--- config.mk ---
export PLATFORM = sky130hd
export DESIGN_NAME = id_stage
export DESIGN_NICKNAME = d
export VERILOG_FILES = /design/src/rtl/id_stage.sv
export SDC_FILE = /design/constraint.sdc
export NUM_CORES = 2
export LEC_CHECK = 0
export ABC_CLOCK_PERIOD_IN_PS = 12350
export CORE_MARGIN = 10
export CORE_UTILIZATION = 55
export DETAILED_ROUTE_END_ITERATION = 7
export MAX_ROUTING_LAYER = met4
export PLACE_DENSITY_LB_ADDON = 0.08
export SYNTH_ARGS = -nofsm -noshare
export SYNTH_HDL_FRONTEND = slang
export SYNTH_SLANG_ARGS = --single-unit
--- constraint.sdc ---
create_clock -name i_clk -period 12.35 [get_ports i_clk]
set_input_delay 1.8525 -clock i_clk [delete_from_list [all_inputs] [get_ports i_clk]]
set_output_delay 1.8525 -clock i_clk [all_outputs]
set_load 0.03 [all_outputs]
--- src/rtl/id_stage.sv ---
// RV32I instruction-decode stage: IF/ID register, decoder, 32x32 register
// file, branch/JAL redirect resolution and the registered ID/EX bundle.
module id_stage #(
    parameter bit RF_RESET_ZERO = 1'b1
) (
    input  logic        i_clk,
    input  logic        i_rstn,
    input  logic [31:0] i_inst,
    input  logic [31:0] i_pc,
    input  logic        i_stall,
    input  logic        i_wb_we,
    input  logic [4:0]  i_wb_rd,
    input  logic [31:0] i_wb_data,
    output logic        o_btaken,
    output logic        o_jal,
    output logic [31:0] o_imm_i,
    output logic [31:0] o_imm_j,
    output logic        o_valid,
    output logic [31:0] o_pc,
    output logic [31:0] o_rs1_data,
    output logic [31:0] o_rs2_data,
    output logic [31:0] o_imm,
    output logic [4:0]  o_rd,
    output logic [3:0]  o_alu_op,
    output logic        o_reg_we,
    output logic        o_mem_re,
    output logic        o_mem_we,
    output logic        o_illegal
);

    localparam logic [6:0] OPC_LUI    = 7'b0110111;
    localparam logic [6:0] OPC_AUIPC  = 7'b0010111;
    localparam logic [6:0] OPC_JAL    = 7'b1101111;
    localparam logic [6:0] OPC_BRANCH = 7'b1100011;
    localparam logic [6:0] OPC_LOAD   = 7'b0000011;
    localparam logic [6:0] OPC_STORE  = 7'b0100011;
    localparam logic [6:0] OPC_OPIMM  = 7'b0010011;
    localparam logic [6:0] OPC_OP     = 7'b0110011;

    typedef struct packed {
        logic        valid;
        logic [31:0] inst;
        logic [31:0] pc;
    } if_id_t;

    if_id_t if_id;

    logic [31:0] inst;
    logic [6:0]  opcode;
    logic [2:0]  funct3;
    logic [4:0]  rs1;
    logic [4:0]  rs2;
    logic [4:0]  rd;

    assign inst   = if_id.inst;
    assign opcode = inst[6:0];
    assign funct3 = inst[14:12];
    assign rs1    = inst[19:15];
    assign rs2    = inst[24:20];
    assign rd     = inst[11:7];

    logic [31:0] imm_i_t;
    logic [31:0] imm_s_t;
    logic [31:0] imm_b_t;
    logic [31:0] imm_u_t;
    logic [31:0] imm_j_t;

    assign imm_i_t = {{20{inst[31]}}, inst[31:20]};
    assign imm_s_t = {{20{inst[31]}}, inst[31:25], inst[11:7]};
    assign imm_b_t = {{19{inst[31]}}, inst[31], inst[7],
                      inst[30:25], inst[11:8], 1'b0};
    assign imm_u_t = {inst[31:12], 12'b0};
    assign imm_j_t = {{11{inst[31]}}, inst[31], inst[19:12],
                      inst[20], inst[30:21], 1'b0};

    assign o_imm_i = imm_b_t;
    assign o_imm_j = imm_j_t;

    logic        illegal;
    logic        is_branch;
    logic        is_jal;
    logic        reg_wr;
    logic        mem_rd;
    logic        mem_wr;
    logic [3:0]  alu_d;
    logic [31:0] imm_d;

    always_comb begin
        illegal   = 1'b0;
        is_branch = 1'b0;
        is_jal    = 1'b0;
        reg_wr    = 1'b0;
        mem_rd    = 1'b0;
        mem_wr    = 1'b0;
        alu_d     = 4'b0;
        imm_d     = 32'b0;
        unique case (1'b1)
            (opcode == OPC_LUI),
            (opcode == OPC_AUIPC): begin
                reg_wr = 1'b1;
                imm_d  = imm_u_t;
            end
            (opcode == OPC_JAL): begin
                is_jal = 1'b1;
                reg_wr = 1'b1;
                imm_d  = imm_j_t;
            end
            (opcode == OPC_BRANCH): begin
                is_branch = 1'b1;
                imm_d     = imm_b_t;
                illegal   = (funct3[2:1] == 2'b01);
            end
            (opcode == OPC_LOAD): begin
                reg_wr = 1'b1;
                mem_rd = 1'b1;
                imm_d  = imm_i_t;
            end
            (opcode == OPC_STORE): begin
                mem_wr = 1'b1;
                imm_d  = imm_s_t;
            end
            (opcode == OPC_OPIMM): begin
                reg_wr = 1'b1;
                alu_d  = {inst[30], funct3};
                imm_d  = imm_i_t;
            end
            (opcode == OPC_OP): begin
                reg_wr = 1'b1;
                alu_d  = {inst[30], funct3};
            end
            default: illegal = 1'b1;
        endcase
        if (rd == 5'd0) begin
            reg_wr = 1'b0;
        end
    end

    // Entry 0 is never written, so it stays at its reset/initial value
    // and reads of x0 are masked to zero below anyway.
    logic [31:0] rf [32];
    logic        rf_wr;

    assign rf_wr = i_wb_we && (i_wb_rd != 5'd0);

    if (RF_RESET_ZERO) begin : g_rf_rst
        always_ff @(posedge i_clk or negedge i_rstn) begin
            if (!i_rstn) begin
                for (int i = 0; i < 32; i++) begin
                    rf[i] <= 32'b0;
                end
            end else if (rf_wr) begin
                rf[i_wb_rd] <= i_wb_data;
            end
        end
    end else begin : g_rf_nrst
        always_ff @(posedge i_clk) begin
            if (rf_wr) begin
                rf[i_wb_rd] <= i_wb_data;
            end
        end
    end

    logic [31:0] rs1_data;
    logic [31:0] rs2_data;

    always_comb begin
        rs1_data = rf[rs1];
        rs2_data = rf[rs2];
        if (rf_wr && (i_wb_rd == rs1)) begin
            rs1_data = i_wb_data;
        end
        if (rf_wr && (i_wb_rd == rs2)) begin
            rs2_data = i_wb_data;
        end
        if (rs1 == 5'd0) begin
            rs1_data = 32'b0;
        end
        if (rs2 == 5'd0) begin
            rs2_data = 32'b0;
        end
    end

    logic eq;
    logic lt;
    logic ltu;
    logic cmp;

    assign eq  = (rs1_data == rs2_data);
    assign lt  = ($signed(rs1_data) < $signed(rs2_data));
    assign ltu = (rs1_data < rs2_data);

    always_comb begin
        cmp = 1'b0;
        unique case (funct3)
            3'b000:  cmp = eq;
            3'b001:  cmp = !eq;
            3'b100:  cmp = lt;
            3'b101:  cmp = !lt;
            3'b110:  cmp = ltu;
            3'b111:  cmp = !ltu;
            default: cmp = 1'b0;
        endcase
    end

    assign o_btaken = if_id.valid && is_branch && !illegal && cmp;
    assign o_jal    = if_id.valid && is_jal;

    logic redirect;
    assign redirect = o_btaken || o_jal;

    // A held redirect keeps asserting through a stall, so the squash
    // lands on the first edge that actually loads IF/ID.
    always_ff @(posedge i_clk or negedge i_rstn) begin
        if (!i_rstn) begin
            if_id <= '0;
        end else if (!i_stall) begin
            if_id.valid <= !redirect;
            if_id.inst  <= i_inst;
            if_id.pc    <= i_pc;
        end
    end

    logic ex_ok;
    assign ex_ok = if_id.valid && !i_stall && !illegal;

    always_ff @(posedge i_clk or negedge i_rstn) begin
        if (!i_rstn) begin
            o_valid    <= 1'b0;
            o_reg_we   <= 1'b0;
            o_mem_re   <= 1'b0;
            o_mem_we   <= 1'b0;
            o_illegal  <= 1'b0;
            o_pc       <= 32'b0;
            o_rs1_data <= 32'b0;
            o_rs2_data <= 32'b0;
            o_imm      <= 32'b0;
            o_rd       <= 5'b0;
            o_alu_op   <= 4'b0;
        end else begin
            o_valid    <= ex_ok;
            o_reg_we   <= ex_ok && reg_wr;
            o_mem_re   <= ex_ok && mem_rd;
            o_mem_we   <= ex_ok && mem_wr;
            o_illegal  <= if_id.valid && !i_stall && illegal;
            o_pc       <= if_id.pc;
            o_rs1_data <= rs1_data;
            o_rs2_data <= rs2_data;
            o_imm      <= imm_d;
            o_rd       <= rd;
            o_alu_op   <= alu_d;
        end
    end

endmodule

==> metrics.cfg <==
[drt]
via_per_inst=6.71
first_pass_iters=5
post_drt_wl_per_cell_um=32.5
route.detailed.drc=0
antenna_violating_nets_post_route=0
finalWirelength_um=183000
via_count=37900
drt-initial-drc-count=3563

[final_layout]
drive_above_1_share_pct=44.5
num-fill-cells=8346
finalInstanceArea_sq_um=71400
flow.area_growth_from_synthesis_pct=13.6
nets=4167
post_layout_instance_count_excluding_filler_cells=5648
mostFrequentLayoutCell=sky130_fd_sc_hd__dfrtp_1
layout_common_cells=1,221 x sky130_fd_sc_hd__dfrtp_1, 803 x sky130_fd_sc_hd__mux2_2, 624 x sky130_fd_sc_hd__mux4_2, 308 x sky130_fd_sc_hd__clkdlybuf4s50_1, 253 x sky130_fd_sc_hd__mux2_1

[timing]
timing_max_transition_violations_final=0
max_freq_mhz=104
setup_ws_ps=2720
finalCritPeriodShare_pct=78.0
grt_setup_unrepaired=false
worst_max_slew_pin_slew_ps=1200
timing_hold_violations_final=0
fin_setup_tns_ps=0
worst_clock_skew_ps=22.5
min_period_ps=9630
finalSetupViolCount=0
maxSlewHeadroom_pct=20.0

[synth]
synth_largest_type_area_fraction_pct=49.0
synth_sequential_area_ratio_pct=49.0
synth-edff-count=0
post_synthesis_cell_area_sq_um=62900
ys_warn_count=0
post_synth_main_area_contributors=sky130_fd_sc_hd__dfrtp_1 49%, sky130_fd_sc_hd__mux4_2 22%, sky130_fd_sc_hd__mux2_2 14%
synthDistinctLibCells=53
postSynth.asyncResetShare_pct=100
post_synth.cell_area_avg_sq_um=15.9
yosys_register_bits=1231
yosys.area.top_type=sky130_fd_sc_hd__dfrtp_1
postSynthCellCount=3962
dominantRegCellSynth=sky130_fd_sc_hd__dfrtp_1

[worst_setup_path]
criticalPathCategory=primary input to output pin
critical_path_fanouts_max=64
setup.worst_path.end_class=output pin
crit_end=o_btaken
reg2reg_from=inst[15]
crit_path_start=i_wb_rd[2]
timing.reg2reg.worst_path_depth=14
r2r-end=if_id[64]
timing.reg2reg.setup_slack_ps=6480
cp_startpoint_kind=primary input
cp.arrival_ps=7780
cp_data_required_time_ps=10500

[power_and_ir_drop]
total_power_uw=12900
power.leakage_uw=0.0312
cellPowerDensity_nw_per_um2=181
irDropWorstVdd_uv=140

[placed_design]
io_buffers=310
post-place-cells=5389
placed_cell_area_sq_um=66700
gp_congestion=0.812
post-place-ws_ps=2780
place_hpwl_um=105000

[cts]
numCtsBuffers=139
h-tree-depth=4
post_cts_resize_count=0
cts.hold.buffers_added=0
clk_pin_slew_worst_paths_ps=60
clk_latency_ps=740
cts-root-to-sink-buffers=3
tritoncts=done
post_cts_buffers=0
number_of_sinks_on_the_clock_net=1231
clockRootBuffer=sky130_fd_sc_hd__clkbuf_16

[floorplan]
chipHeight_um=358
io-pin-count=313
initial_core_util_pct=55.7
design.die.area_sq_um=128000
design.core.area_sq_um=113000
die_w_um=358
floorplan.rows=123

[global_route]
globalRoute.totalOverflow=0
grt_first_pass_wirelength_um=269000
initial_antenna_violation_count=6
track_usage_pct=29.5
first_global_vias=38400
maximum_number_of_pins_on_one_net_before_global_route_repair=167

[run]
cap_violations=0

[min_path]
hp-class=flop to flop

[run_status]
status=finished, final reports clean

## critical path, stage by stage
cell and delay (ps):
sky130_fd_sc_hd__clkdlybuf4s50_1 580, sky130_fd_sc_hd__nor3_1 840, sky130_fd_sc_hd__a21boi_1 270, sky130_fd_sc_hd__nand4_1 180, sky130_fd_sc_hd__buf_4 600, sky130_fd_sc_hd__o21ai_1 110
sky130_fd_sc_hd__or2_2 330, sky130_fd_sc_hd__ha_1 320, sky130_fd_sc_hd__a21oi_1 160, sky130_fd_sc_hd__o21ai_0 120, sky130_fd_sc_hd__a221o_1 300, sky130_fd_sc_hd__or3_1 430
sky130_fd_sc_hd__a21oi_1 330, sky130_fd_sc_hd__xnor2_1 110, sky130_fd_sc_hd__o2bb2ai_1 160, sky130_fd_sc_hd__a22o_1 260, sky130_fd_sc_hd__clkdlybuf4s50_1 750
## registers in the layout, summed over array words and instances (netlist names), 4 cells and up
register,cells
rf,1024
if_id,33
inst,32
o_imm,32
o_pc,32
o_rs1_data,32
o_rs2_data,32
o_rd,5
o_alu_op,4
## layout make-up
type | count | area, sq um | area share, %
Sequential cell | 1231 | 30800 | 43.2
Multi-Input combinational cell | 2216 | 29800 | 41.8
Clock buffer | 203 | 4060 | 5.68
Timing Repair Buffer | 407 | 3960 | 5.55
Tap cell | 1500 | 1880 | 2.63
Clock inverter | 50 | 671 | 0.939
Inverter | 35 | 131 | 0.184
Antenna cell | 6 | 15.0 | 0.0210
## power breakdown
group / total [uW] / internal (uW) / switching, uW
Combinational: 3220 / 1780 / 1450
Clock: 4290 / 2600 / 1700
Sequential: 5380 / 4790 / 586
Total: 12900 / 9160 / 3730
## worst min path at each step
stage          depth (start not counted)  slack [ps]      start        to
2_1_floorplan                          0         350   if_id[0]   o_pc[0]
3_3_place_gp                           0         350   if_id[9]   o_pc[9]
3_5_place_dp                           0         360   if_id[9]   o_pc[9]
4_1_cts                                0         370  if_id[18]  o_pc[18]
5_1_grt                                0         370   if_id[3]   o_pc[3]
6_report                               0         370  if_id[18]  o_pc[18]
## through the flow
step	util, %	hold slack (ps)
2_1_floorplan	-	349
3_3_place_gp	59.0	350
3_5_place_dp	59.0	356
4_1_cts	63.2	368
5_1_grt	63.2	373
6_report	63.2	365
## per-layer routing
layer  track usage (%)  wire [um]  vias up
li1                  -          -    15200
met1              43.0      81000    20900
met2              43.0      83600     1517
met4              7.54       4570        0
met3              5.32      14200      272
met5                 -          0        -
## cells in the mapped netlist, types with 10 or more instances
cell type                  number
sky130_fd_sc_hd__nor3_1        10
sky130_fd_sc_hd__buf_2         51
sky130_fd_sc_hd__clkbuf_1     252
sky130_fd_sc_hd__nor2b_1       27
sky130_fd_sc_hd__mux4_2       624
sky130_fd_sc_hd__dfrtp_1     1231
sky130_fd_sc_hd__mux2i_1       85
sky130_fd_sc_hd__mux2_1       253
sky130_fd_sc_hd__inv_2         30
sky130_fd_sc_hd__nor2_1        61
sky130_fd_sc_hd__a21o_1        21
sky130_fd_sc_hd__a211oi_1      48
sky130_fd_sc_hd__buf_6         23
sky130_fd_sc_hd__nand2_1       63
sky130_fd_sc_hd__or2_2         27
sky130_fd_sc_hd__ha_1          32
sky130_fd_sc_hd__a21oi_1       32
sky130_fd_sc_hd__o21ai_1       33
sky130_fd_sc_hd__buf_4         81
sky130_fd_sc_hd__mux2_2       803
sky130_fd_sc_hd__buf_1         73
## logic make-up after synthesis
family                     after synthesis  synth area share, %
and+or+nand+nor                        249                 2.01
adders and majority gates               32                0.637
xor gates and xnor gates                13                0.181
buffers and inverters                  516                 3.95
muxes                                 1765                 42.6
other                                    1              0.00597
DFF                                   1231                 49.0
AOI/OAI and AO/OA                      155                 1.59
(Power assumes the default switching activity.)
